### src/rtl/cci_test_req_throttle_pkg.sv
// Shared encodings, widths and helpers for the CCI request throttle.
// Error-bit indices fix the CSR packing order of the sticky flags.
package cci_test_req_throttle_pkg;

  localparam int unsigned MAX_ACTIVE_LINES_DFLT = 512;
  localparam int unsigned CNT_W_DFLT            = $clog2(MAX_ACTIVE_LINES_DFLT) + 1;

  typedef logic [CNT_W_DFLT-1:0] t_active_cnt;

  typedef enum logic [1:0] {
    CL_LEN_1       = 2'd0,
    CL_LEN_2       = 2'd1,
    CL_LEN_ILLEGAL = 2'd2,
    CL_LEN_4       = 2'd3
  } t_cl_len_enc;

  localparam int unsigned ERR_UNDERFLOW = 0;
  localparam int unsigned ERR_OVERFLOW  = 1;
  localparam int unsigned ERR_CL_LEN    = 2;
  localparam int unsigned ERR_W         = 3;

  // Illegal encoding is charged as a single line.
  function automatic logic [2:0] cl_len_to_lines(input logic [1:0] enc);
    logic [2:0] lines;
    case (t_cl_len_enc'(enc))
      CL_LEN_1: lines = 3'd1;
      CL_LEN_2: lines = 3'd2;
      CL_LEN_4: lines = 3'd4;
      default:  lines = 3'd1;
    endcase
    return lines;
  endfunction

  function automatic logic cl_len_illegal(input logic [1:0] enc);
    return t_cl_len_enc'(enc) == CL_LEN_ILLEGAL;
  endfunction

  function automatic logic [2:0] clamp_rsp_lines(input logic [2:0] n);
    logic [2:0] lines;
    if (n == 3'd0)      lines = 3'd1;
    else if (n > 3'd4)  lines = 3'd4;
    else                lines = n;
    return lines;
  endfunction

endpackage

### src/rtl/cci_test_req_throttle_chan.sv
// One channel of the throttle: in-flight and per-window line counters,
// high-water mark, sticky accounting errors and the registered almost-full.
module cci_test_req_throttle_chan
  import cci_test_req_throttle_pkg::*;
#(
  parameter int unsigned MAX_ACTIVE_LINES = MAX_ACTIVE_LINES_DFLT,
  parameter int unsigned CNT_W            = $clog2(MAX_ACTIVE_LINES) + 1
) (
  input  logic             clk_i,
  input  logic             rst_ni,
  input  logic             cfg_en_i,
  input  logic             cfg_mode_i,
  input  logic [CNT_W-1:0] cfg_limit_i,
  input  logic             cfg_clear_i,
  input  logic             window_wrap_i,
  input  logic             req_valid_i,
  input  logic [1:0]       req_cl_len_i,
  input  logic             rsp_valid_i,
  input  logic [2:0]       rsp_lines_i,
  output logic             force_alm_full_o,
  output logic [CNT_W-1:0] active_lines_o,
  output logic [CNT_W-1:0] peak_lines_o,
  output logic             err_underflow_o,
  output logic             err_overflow_o,
  output logic             err_cl_len_o
);

  localparam logic signed [CNT_W:0] MAX_S = $signed((CNT_W+1)'(MAX_ACTIVE_LINES));
  localparam logic [CNT_W-1:0]      MAX_U = CNT_W'(MAX_ACTIVE_LINES);

  logic [CNT_W-1:0] active_q, active_d;
  logic [CNT_W-1:0] win_q, win_d;
  logic [CNT_W-1:0] peak_q, peak_d;
  logic [ERR_W-1:0] err_q, err_d;
  logic             force_q, force_d;

  logic [2:0]              add, sub;
  logic signed [CNT_W:0]   sum;
  logic [CNT_W-1:0]        win_base;
  logic [CNT_W:0]          win_sum;
  logic [ERR_W-1:0]        err_new;

  always_comb begin
    add      = req_valid_i ? cl_len_to_lines(req_cl_len_i) : 3'd0;
    sub      = rsp_valid_i ? clamp_rsp_lines(rsp_lines_i) : 3'd0;
    sum      = $signed({1'b0, active_q})
             + $signed((CNT_W+1)'(add))
             - $signed((CNT_W+1)'(sub));
    err_new  = '0;
    active_d = sum[CNT_W-1:0];
    if (sum < 0) begin
      active_d               = '0;
      err_new[ERR_UNDERFLOW] = 1'b1;
    end else if (sum > MAX_S) begin
      active_d               = MAX_U;
      err_new[ERR_OVERFLOW]  = 1'b1;
    end
    err_new[ERR_CL_LEN] = req_valid_i && cl_len_illegal(req_cl_len_i);

    // A request on the wrap cycle is the first of the new window.
    win_base = window_wrap_i ? '0 : win_q;
    win_sum  = (CNT_W+1)'(win_base) + (CNT_W+1)'(add);
    win_d    = (win_sum > (CNT_W+1)'(MAX_U)) ? MAX_U : win_sum[CNT_W-1:0];

    if (cfg_clear_i)              peak_d = active_d;
    else if (active_d > peak_q)   peak_d = active_d;
    else                          peak_d = peak_q;

    err_d = (cfg_clear_i ? '0 : err_q) | err_new;

    if (!cfg_en_i)        force_d = 1'b0;
    else if (cfg_mode_i)  force_d = (win_d >= cfg_limit_i);
    else                  force_d = (active_d >= cfg_limit_i);
  end

  always_ff @(posedge clk_i or negedge rst_ni) begin
    if (!rst_ni) begin
      active_q <= '0;
      win_q    <= '0;
      peak_q   <= '0;
      err_q    <= '0;
      force_q  <= 1'b0;
    end else begin
      active_q <= active_d;
      win_q    <= win_d;
      peak_q   <= peak_d;
      err_q    <= err_d;
      force_q  <= force_d;
    end
  end

  assign force_alm_full_o = force_q;
  assign active_lines_o   = active_q;
  assign peak_lines_o     = peak_q;
  assign err_underflow_o  = err_q[ERR_UNDERFLOW];
  assign err_overflow_o   = err_q[ERR_OVERFLOW];
  assign err_cl_len_o     = err_q[ERR_CL_LEN];

endmodule

### src/rtl/cci_test_req_throttle.sv
// Per-channel CCI request tracker/throttle: shared rate-limit window counter,
// reset synchroniser and NUM_CHANNELS channel trackers.
module cci_test_req_throttle
  import cci_test_req_throttle_pkg::*;
#(
  parameter  int unsigned NUM_CHANNELS     = 2,
  parameter  int unsigned MAX_ACTIVE_LINES = MAX_ACTIVE_LINES_DFLT,
  parameter  int unsigned WINDOW_W         = 16,
  localparam int unsigned CNT_W            = $clog2(MAX_ACTIVE_LINES) + 1
) (
  input  logic                                 clk,
  input  logic                                 reset_n,
  input  logic [NUM_CHANNELS-1:0]              cfg_en,
  input  logic [NUM_CHANNELS-1:0]              cfg_mode,
  input  logic [NUM_CHANNELS-1:0][CNT_W-1:0]   cfg_limit,
  input  logic [WINDOW_W-1:0]                  cfg_window,
  input  logic                                 cfg_clear,
  input  logic [NUM_CHANNELS-1:0]              req_valid,
  input  logic [NUM_CHANNELS-1:0][1:0]         req_cl_len,
  input  logic [NUM_CHANNELS-1:0]              rsp_valid,
  input  logic [NUM_CHANNELS-1:0][2:0]         rsp_lines,
  output logic [NUM_CHANNELS-1:0]              force_alm_full,
  output logic [NUM_CHANNELS-1:0][CNT_W-1:0]   active_lines,
  output logic [NUM_CHANNELS-1:0][CNT_W-1:0]   peak_lines,
  output logic [NUM_CHANNELS-1:0]              err_underflow,
  output logic [NUM_CHANNELS-1:0]              err_overflow,
  output logic [NUM_CHANNELS-1:0]              err_cl_len
);

  // Assert asynchronously, release two clocks after reset_n rises.
  logic [1:0] rst_sync_q;
  logic       rst_n_int;

  always_ff @(posedge clk or negedge reset_n) begin
    if (!reset_n) rst_sync_q <= '0;
    else          rst_sync_q <= {rst_sync_q[0], 1'b1};
  end

  assign rst_n_int = rst_sync_q[1];

  logic [WINDOW_W-1:0] win_cnt_q, win_cnt_d;
  logic [WINDOW_W-1:0] win_last;
  logic                win_wrap;
  logic                chan_wrap;

  always_comb begin
    win_last  = (cfg_window == '0) ? '0 : cfg_window - WINDOW_W'(1);
    win_wrap  = (win_cnt_q >= win_last);
    win_cnt_d = (win_wrap || cfg_clear) ? '0 : win_cnt_q + WINDOW_W'(1);
  end

  always_ff @(posedge clk or negedge rst_n_int) begin
    if (!rst_n_int) win_cnt_q <= '0;
    else            win_cnt_q <= win_cnt_d;
  end

  // cfg_clear restarts the window, so channels treat it like a wrap.
  assign chan_wrap = win_wrap || cfg_clear;

  for (genvar g = 0; g < NUM_CHANNELS; g++) begin : g_chan
    cci_test_req_throttle_chan #(
      .MAX_ACTIVE_LINES (MAX_ACTIVE_LINES),
      .CNT_W            (CNT_W)
    ) u_chan (
      .clk_i            (clk),
      .rst_ni           (rst_n_int),
      .cfg_en_i         (cfg_en[g]),
      .cfg_mode_i       (cfg_mode[g]),
      .cfg_limit_i      (cfg_limit[g]),
      .cfg_clear_i      (cfg_clear),
      .window_wrap_i    (chan_wrap),
      .req_valid_i      (req_valid[g]),
      .req_cl_len_i     (req_cl_len[g]),
      .rsp_valid_i      (rsp_valid[g]),
      .rsp_lines_i      (rsp_lines[g]),
      .force_alm_full_o (force_alm_full[g]),
      .active_lines_o   (active_lines[g]),
      .peak_lines_o     (peak_lines[g]),
      .err_underflow_o  (err_underflow[g]),
      .err_overflow_o   (err_overflow[g]),
      .err_cl_len_o     (err_cl_len[g])
    );
  end

endmodule

### config.mk
export PLATFORM = sky130hd
export DESIGN_NAME = cci_test_req_throttle
export DESIGN_NICKNAME = d
export VERILOG_FILES = /design/src/rtl/cci_test_req_throttle_pkg.sv /design/src/rtl/cci_test_req_throttle_chan.sv /design/src/rtl/cci_test_req_throttle.sv
export SDC_FILE = /design/constraint.sdc
export NUM_CORES = 1
export LEC_CHECK = 0
export ABC_AREA = 1
export CAP_MARGIN = 5
export CORE_ASPECT_RATIO = 0.5
export CORE_UTILIZATION = 57
export CTS_CLUSTER_DIAMETER = 80
export DETAILED_ROUTE_END_ITERATION = 16
export GPL_ROUTABILITY_DRIVEN = 1
export PLACE_DENSITY = 0.88
export SYNTH_ARGS = -nofsm -noshare
export SYNTH_HDL_FRONTEND = slang
export SYNTH_HIERARCHICAL = 1
export SYNTH_SLANG_ARGS = --single-unit
### constraint.sdc
create_clock -name clk -period 3.9 [get_ports clk]
set_clock_uncertainty 0.1 [all_clocks]
set_input_delay 1.17 -clock clk [delete_from_list [all_inputs] [get_ports clk]]
set_output_delay 1.17 -clock clk [all_outputs]
set_load 0.005 [all_outputs]
==> results of run 1 <==
[routing by layer]
| layer | track usage | overflow |
|---|---|---|
| met1 | 0.780 | 1 |
| met2 | 0.978 | 83 |
| met3 | 0.584 | 4 |
| met4 | 0.893 | 64 |
| met5 | 0.130 | 1 |
[Yosys cell counts, types with 2 or more instances]
cell and instances:
nand2_1 267, o22ai_1 2, nor2_4 7, a21oi_2 2, o2111ai_1 2, xnor2_1 4
nand3_2 11, o21ai_0 24, inv_2 5, nor2_2 37, xor2_2 2, inv_1 204
nand4_1 15, a21oi_1 47, or2_1 2, o21bai_1 3, o211ai_1 5, fa_1 8
nand3b_1 5, dfrtp_1 86, xor2_1 18, or2_2 4, ha_1 107, o21ai_1 2
nor2_1 119, inv_4 2, nand2_2 19, nor4_1 4, a31oi_1 2, o21ai_2 3
nand3_4 3, nand3_1 78, buf_6 4, a21o_1 2, nor3_1 12
[stage by stage]
step           utilization  instance area, um^2  hold slack, ns  setup TNS [ns]
4_1_cts              0.899                12300           0.269          -27.98
3_5_place_dp         0.783                10700           0.253          -74.71
3_3_place_gp         0.783                10700           0.240          -61.25
2_1_floorplan            -                 8210           0.231          -25.04
[cell families after synthesis]
| logic type | Yosys count | synth area share |
|---|---|---|
| other | 1 | 0.000468 |
| adders and majority gates | 115 | 0.187 |
| and+or+nand+nor | 586 | 0.341 |
| xor gates and xnor gates | 24 | 0.0281 |
| buffers and inverters | 217 | 0.106 |
| AOI/OAI and AO/OA | 96 | 0.0677 |
| DFF | 86 | 0.269 |
[repair_timing]
action                                  4_1_cts
hold endpoints to repair                      0
gates resized for setup                     349
pin swaps                                   161
setup buffers                                54
endpoints found under the setup margin       55
cloned                                        1
==> key figures, run 1 <==
Placed design
  – Post-DP HPWL: ~19 mm
  – Setup WS pre-CTS: -2.50 ns
  – Port bufs: around 100
  – Placer Congestion: 0.956
  – Placed insts: 1580

Floorplan
  – Initial Util: 0.588
  – Die height: 85.8 um
  – Row Count: 30
  – Die W: 170 um
  – I/O pins: 105

Clocking
  – Hold-fix buffers, CTS: 0
  – H-tree depth: 3
  – Total CTS buffers: 9
  – Clock Tree Root: clkbuf_16
  – Longest Clk Path Bufs: 2
  – Clock sinks: 86

Logic synthesis
  – Syn Inst Count: 1125
  – Synth warn: 6
  – Avg Inst Size Synth: a little over 7 um^2
  – Largest cells by area after synthesis: dfrtp_1 (27%), ha_1 (17%), nand2_1 (13%)
  – Top cell type's share of synthesized area: 0.269
  – Async SR Flop Fraction: 1.00
  – Synth Net Count: ~1300
  – Seq/Total Area, Yosys: 0.269
  – Post-Syn Area: 8010 um^2
  – Synth cell types: 43
  – Post-synth top flop: dfrtp_1
  – Number of synthesized flops with an enable pin: 0
  – Yosys top cell by area: dfrtp_1
  – #FFs+latches synth: 86

Run status
  – Error msg: [ERROR GRT-0232] Routing congestion too high. Check the congestion heatmap in the GUI.
  – Status: aborted with a tool error
  – Failing step: global routing

STA
  – Grt repair worst endpoint: g_chan[0].u_chan/force_alm_full_o$_DFF_PN0_/D
  – WEP type: sequential cell input

GRT
  – GRT Overall Usage: 0.785
  – Pin count of the biggest net entering global routing: 85
  – Total gr overflow: 153
==> run 2, diff against run 1 <==
--- a/config.mk
+++ b/config.mk
@@ -7,12 +7,10 @@
 export LEC_CHECK = 0
 export ABC_AREA = 1
 export CAP_MARGIN = 5
-export CORE_ASPECT_RATIO = 0.5
-export CORE_UTILIZATION = 57
-export CTS_CLUSTER_DIAMETER = 80
+export CORE_UTILIZATION = 40
 export DETAILED_ROUTE_END_ITERATION = 16
 export GPL_ROUTABILITY_DRIVEN = 1
-export PLACE_DENSITY = 0.88
+export PLACE_DENSITY_LB_ADDON = 0.15
 export SYNTH_ARGS = -nofsm -noshare
 export SYNTH_HDL_FRONTEND = slang
 export SYNTH_HIERARCHICAL = 1
==> run 2 against run 1 <==
  * The flow now finishes, with violations (setup timing)
  * Area after synthesis unchanged
  * Synthesized cell count unchanged
==> key figures, run 2 <==
Run status
  – Status: finished, violations left
  – Failing checks: setup timing

Routing
  – Average wire per standard cell: 13.9 um
  – Vias: 8331
  – DRC viols: 0
  – Drt initial violations: 339
  – Final wirelength: 24.2 mm
  – Drt pass-1 iters: 4
  – Routed Antenna Nets: 0
  – Via density: 4.78

Finish
  – # fillers: 1649
  – Area growth syn-to-layout: 61.0%
  – Most frequent cells in the layout: nand2_1 (220), buf_4 (201), inv_1 (175), dfrtp_1 (85), nor2_1 (77)
  – Fin util: 0.660
  – Most common cell after layout, fill and taps aside: nand2_1
  – FF+latch area: 2160 um^2
  – Layout net count: between 1500 and 2000
  – Multi-input logic area: 6320 um^2
  – Layout cell share with drive strength beyond 1: 0.410
  – Diode count: 0
  – Final cell area excluding filler cells: 12900 um^2

Pwr
  – Maximum VDD drop: between 0.9 and 1 mV
  – PD cells: 786 nW/um^2
  – Static Leak: 6.36 nW

Logic synthesis
  – Largest cells by area after synthesis: dfrtp_1 (27%), ha_1 (17%), nand2_1 (13%)
  – Post-Syn Area: 8010 um^2
  – Synth cell types: 43
  – Top cell type's share of synthesized area: 0.269
  – Seq/Total Area, Yosys: 0.269
  – Synth warn: 6
  – Top-count cell post-synth: nand2_1
  – #FFs+latches synth: 86
  – Synth Net Count: 1297
  – Async SR Flop Fraction: 1.00
  – Avg Inst Size Synth: 7.12 um^2
  – Post-synth top cells: nand2_1 (267), inv_1 (204), nor2_1 (119), ha_1 (107), dfrtp_1 (86)
  – Yosys top cell by area: dfrtp_1
  – Syn Inst Count: 1125
  – Number of synthesized flops with an enable pin: 0
  – Post-synth top flop: dfrtp_1

STA
  – Post-route setup TNS: -28.09 ns
  – Final setup vio count: 42
  – Tcrit/Tclk final: 1.41
  – Final Max Tran Viols: 0
  – Worst-margin pin slew: 0.954 ns
  – Final Hold Vio Count: 0
  – RSZ-0062 raised after global routing: true
  – Fmax: 0.182 GHz
  – Minimum clock period: 5.49 ns
  – Slew HR: 0.364
  – Worst Slack Setup Final: -1.59 ns
  – Hold Worst Slack: 0.253 ns

Run
  – Maxcap violations: 0

GRT
  – GRT Overall Usage: 0.229
  – Total gr overflow: 0
  – GR Layer Usage met2: 0.413
  – First-pass GRT wire length: between 30 and 40 mm
  – Initial antenna violation count: 0
  – Pin count of the biggest net entering global routing: between 60 and 70
  – Most used routing layer: met2
  – Vias in the first global route: 8013
  – Met1 global-route usage: 0.292
  – M3 GR Usage: 0.0240

Worst setup path
  – Crit path required time: just over 4 ns
  – Crit path max fanout: 6
  – Slowest stage delay, CP: 0.38 ns
  – Slowest-stage cell, CP: fa_2
  – Worst Setup End Kind: flip-flop
  – Worst setup SP type: input pin
  – Crit path top cell by count: nor2_4
  – Critical path type: input pin to flip-flop
  – Crit path arrival time: 5.62 ns

Placed design
  – Placed cell area: 10900 um^2
  – Post-DP HPWL: 17.2 mm
  – Placer Congestion: 0.901
  – Port bufs: 104

Clocking
  – Longest Clk Path Bufs: 2
  – Total CTS buffers: 9
  – TritonCTS clock tree: yes
  – Clock sinks: between 80 and 90
  – H-tree depth: 3
  – Clock Tree Root: clkbuf_16
  – Clk Latency, worst-skew pair: 0.34 ns
  – Clk slew on worst S/H paths: 0.06 ns
  – Hold-fix buffers, CTS: 0

Floorplan
  – Die W: 143 um
  – Die ar.: 20600 um^2
  – Die height: 143 um
  – Row Count: a little over 50
  – Initial Util: 0.410
  – I/O pins: 105
  – Core box area: between 15000 and 20000 um^2

Worst hold path
  – Worst min path class: flip-flop to flip-flop
==> run 2: worst paths after layout <==
path,startpoint,endpoint,slack [ns],depth (start not counted)
min in group asynchronous,rst_sync_q[1],g_chan[0].u_chan/win_q[7],0.39,0
min reg2reg,rst_sync_q[0],rst_sync_q[1],0.25,0
max reg2reg,win_cnt_q[9],g_chan[0].u_chan/force_alm_full_o,-0.35,27
min,rst_sync_q[0],rst_sync_q[1],0.25,0
max,cfg_window[5],g_chan[0].u_chan/force_alm_full_o,-1.59,35
max in group asynchronous,rst_sync_q[1],win_cnt_q[14],2.50,1
==> run 2: timing repair <==
| item | in CTS | in global routing |
|---|---|---|
| pin swaps | 147 | 87 |
| endpoints found under the setup margin | 46 | 42 |
| gates cloned | 1 | 0 |
| setup buffers | 48 | 18 |
| resized for setup | 309 | 122 |
==> run 2: logic make-up (layout without fill, tap and decap cells) <==
group | after synthesis | after routing | share of synthesized area
xor gates and xnor gates | 24 | 24 | 0.0281
buffers and inverters | 217 | 571 | 0.106
adders and majority gates | 115 | 115 | 0.187
and+or+nand+nor | 586 | 586 | 0.341
DFF | 86 | 86 | 0.269
other | 1 | 1 | 0.000468
AOI/OAI and AO/OA | 96 | 96 | 0.0677
==> run 2: layout make-up <==
type,instances,area share
clock inverters,4,0.00194
flip-flops and latches,86,0.167
multi-input cells,822,0.491
well taps,265,0.0257
repair buffers,346,0.232
inverters,211,0.0644
clock buffers,10,0.0185
==> run 2: through the flow <==
step	power, mW	setup WS, ns	instances
after CTS	9.19	-1.43	1727
after global routing	11.0	-1.97	1744
after floorplan	4.88	-1.45	1125
after detailed placement	7.33	-2.27	1668
after global placement	7.25	-2.16	1668
final	10.1	-1.59	1744
==> run 2: report_power, final <==
part	leakage [nW]	internal, mW	total [mW]	switching [mW]
Sequential	1.14	1.11	1.27	0.162
Combinational	5.10	3.82	8.07	4.25
Clock	0.126	0.440	0.796	0.356
Total	6.36	5.37	10.1	4.77
==> run 2: critical path: cells and delay by family <==
kind,cells,cell delay (ns)
xor+xnor,2,0.39
fa+ha+maj,4,1.07
buf+inv,5,0.44
simple gates,18,1.85
compound gates,6,0.72
==> run 2: layer usage <==
layer	share of wire	wire length, um	vias up
met5	0	0	-
met4	0.011	271	0
met3	0.028	674	21
met2	0.52	12500	136
met1	0.44	10800	3915
li1	-	-	4259
No activity file was read; power rests on OpenSTA's default activity.
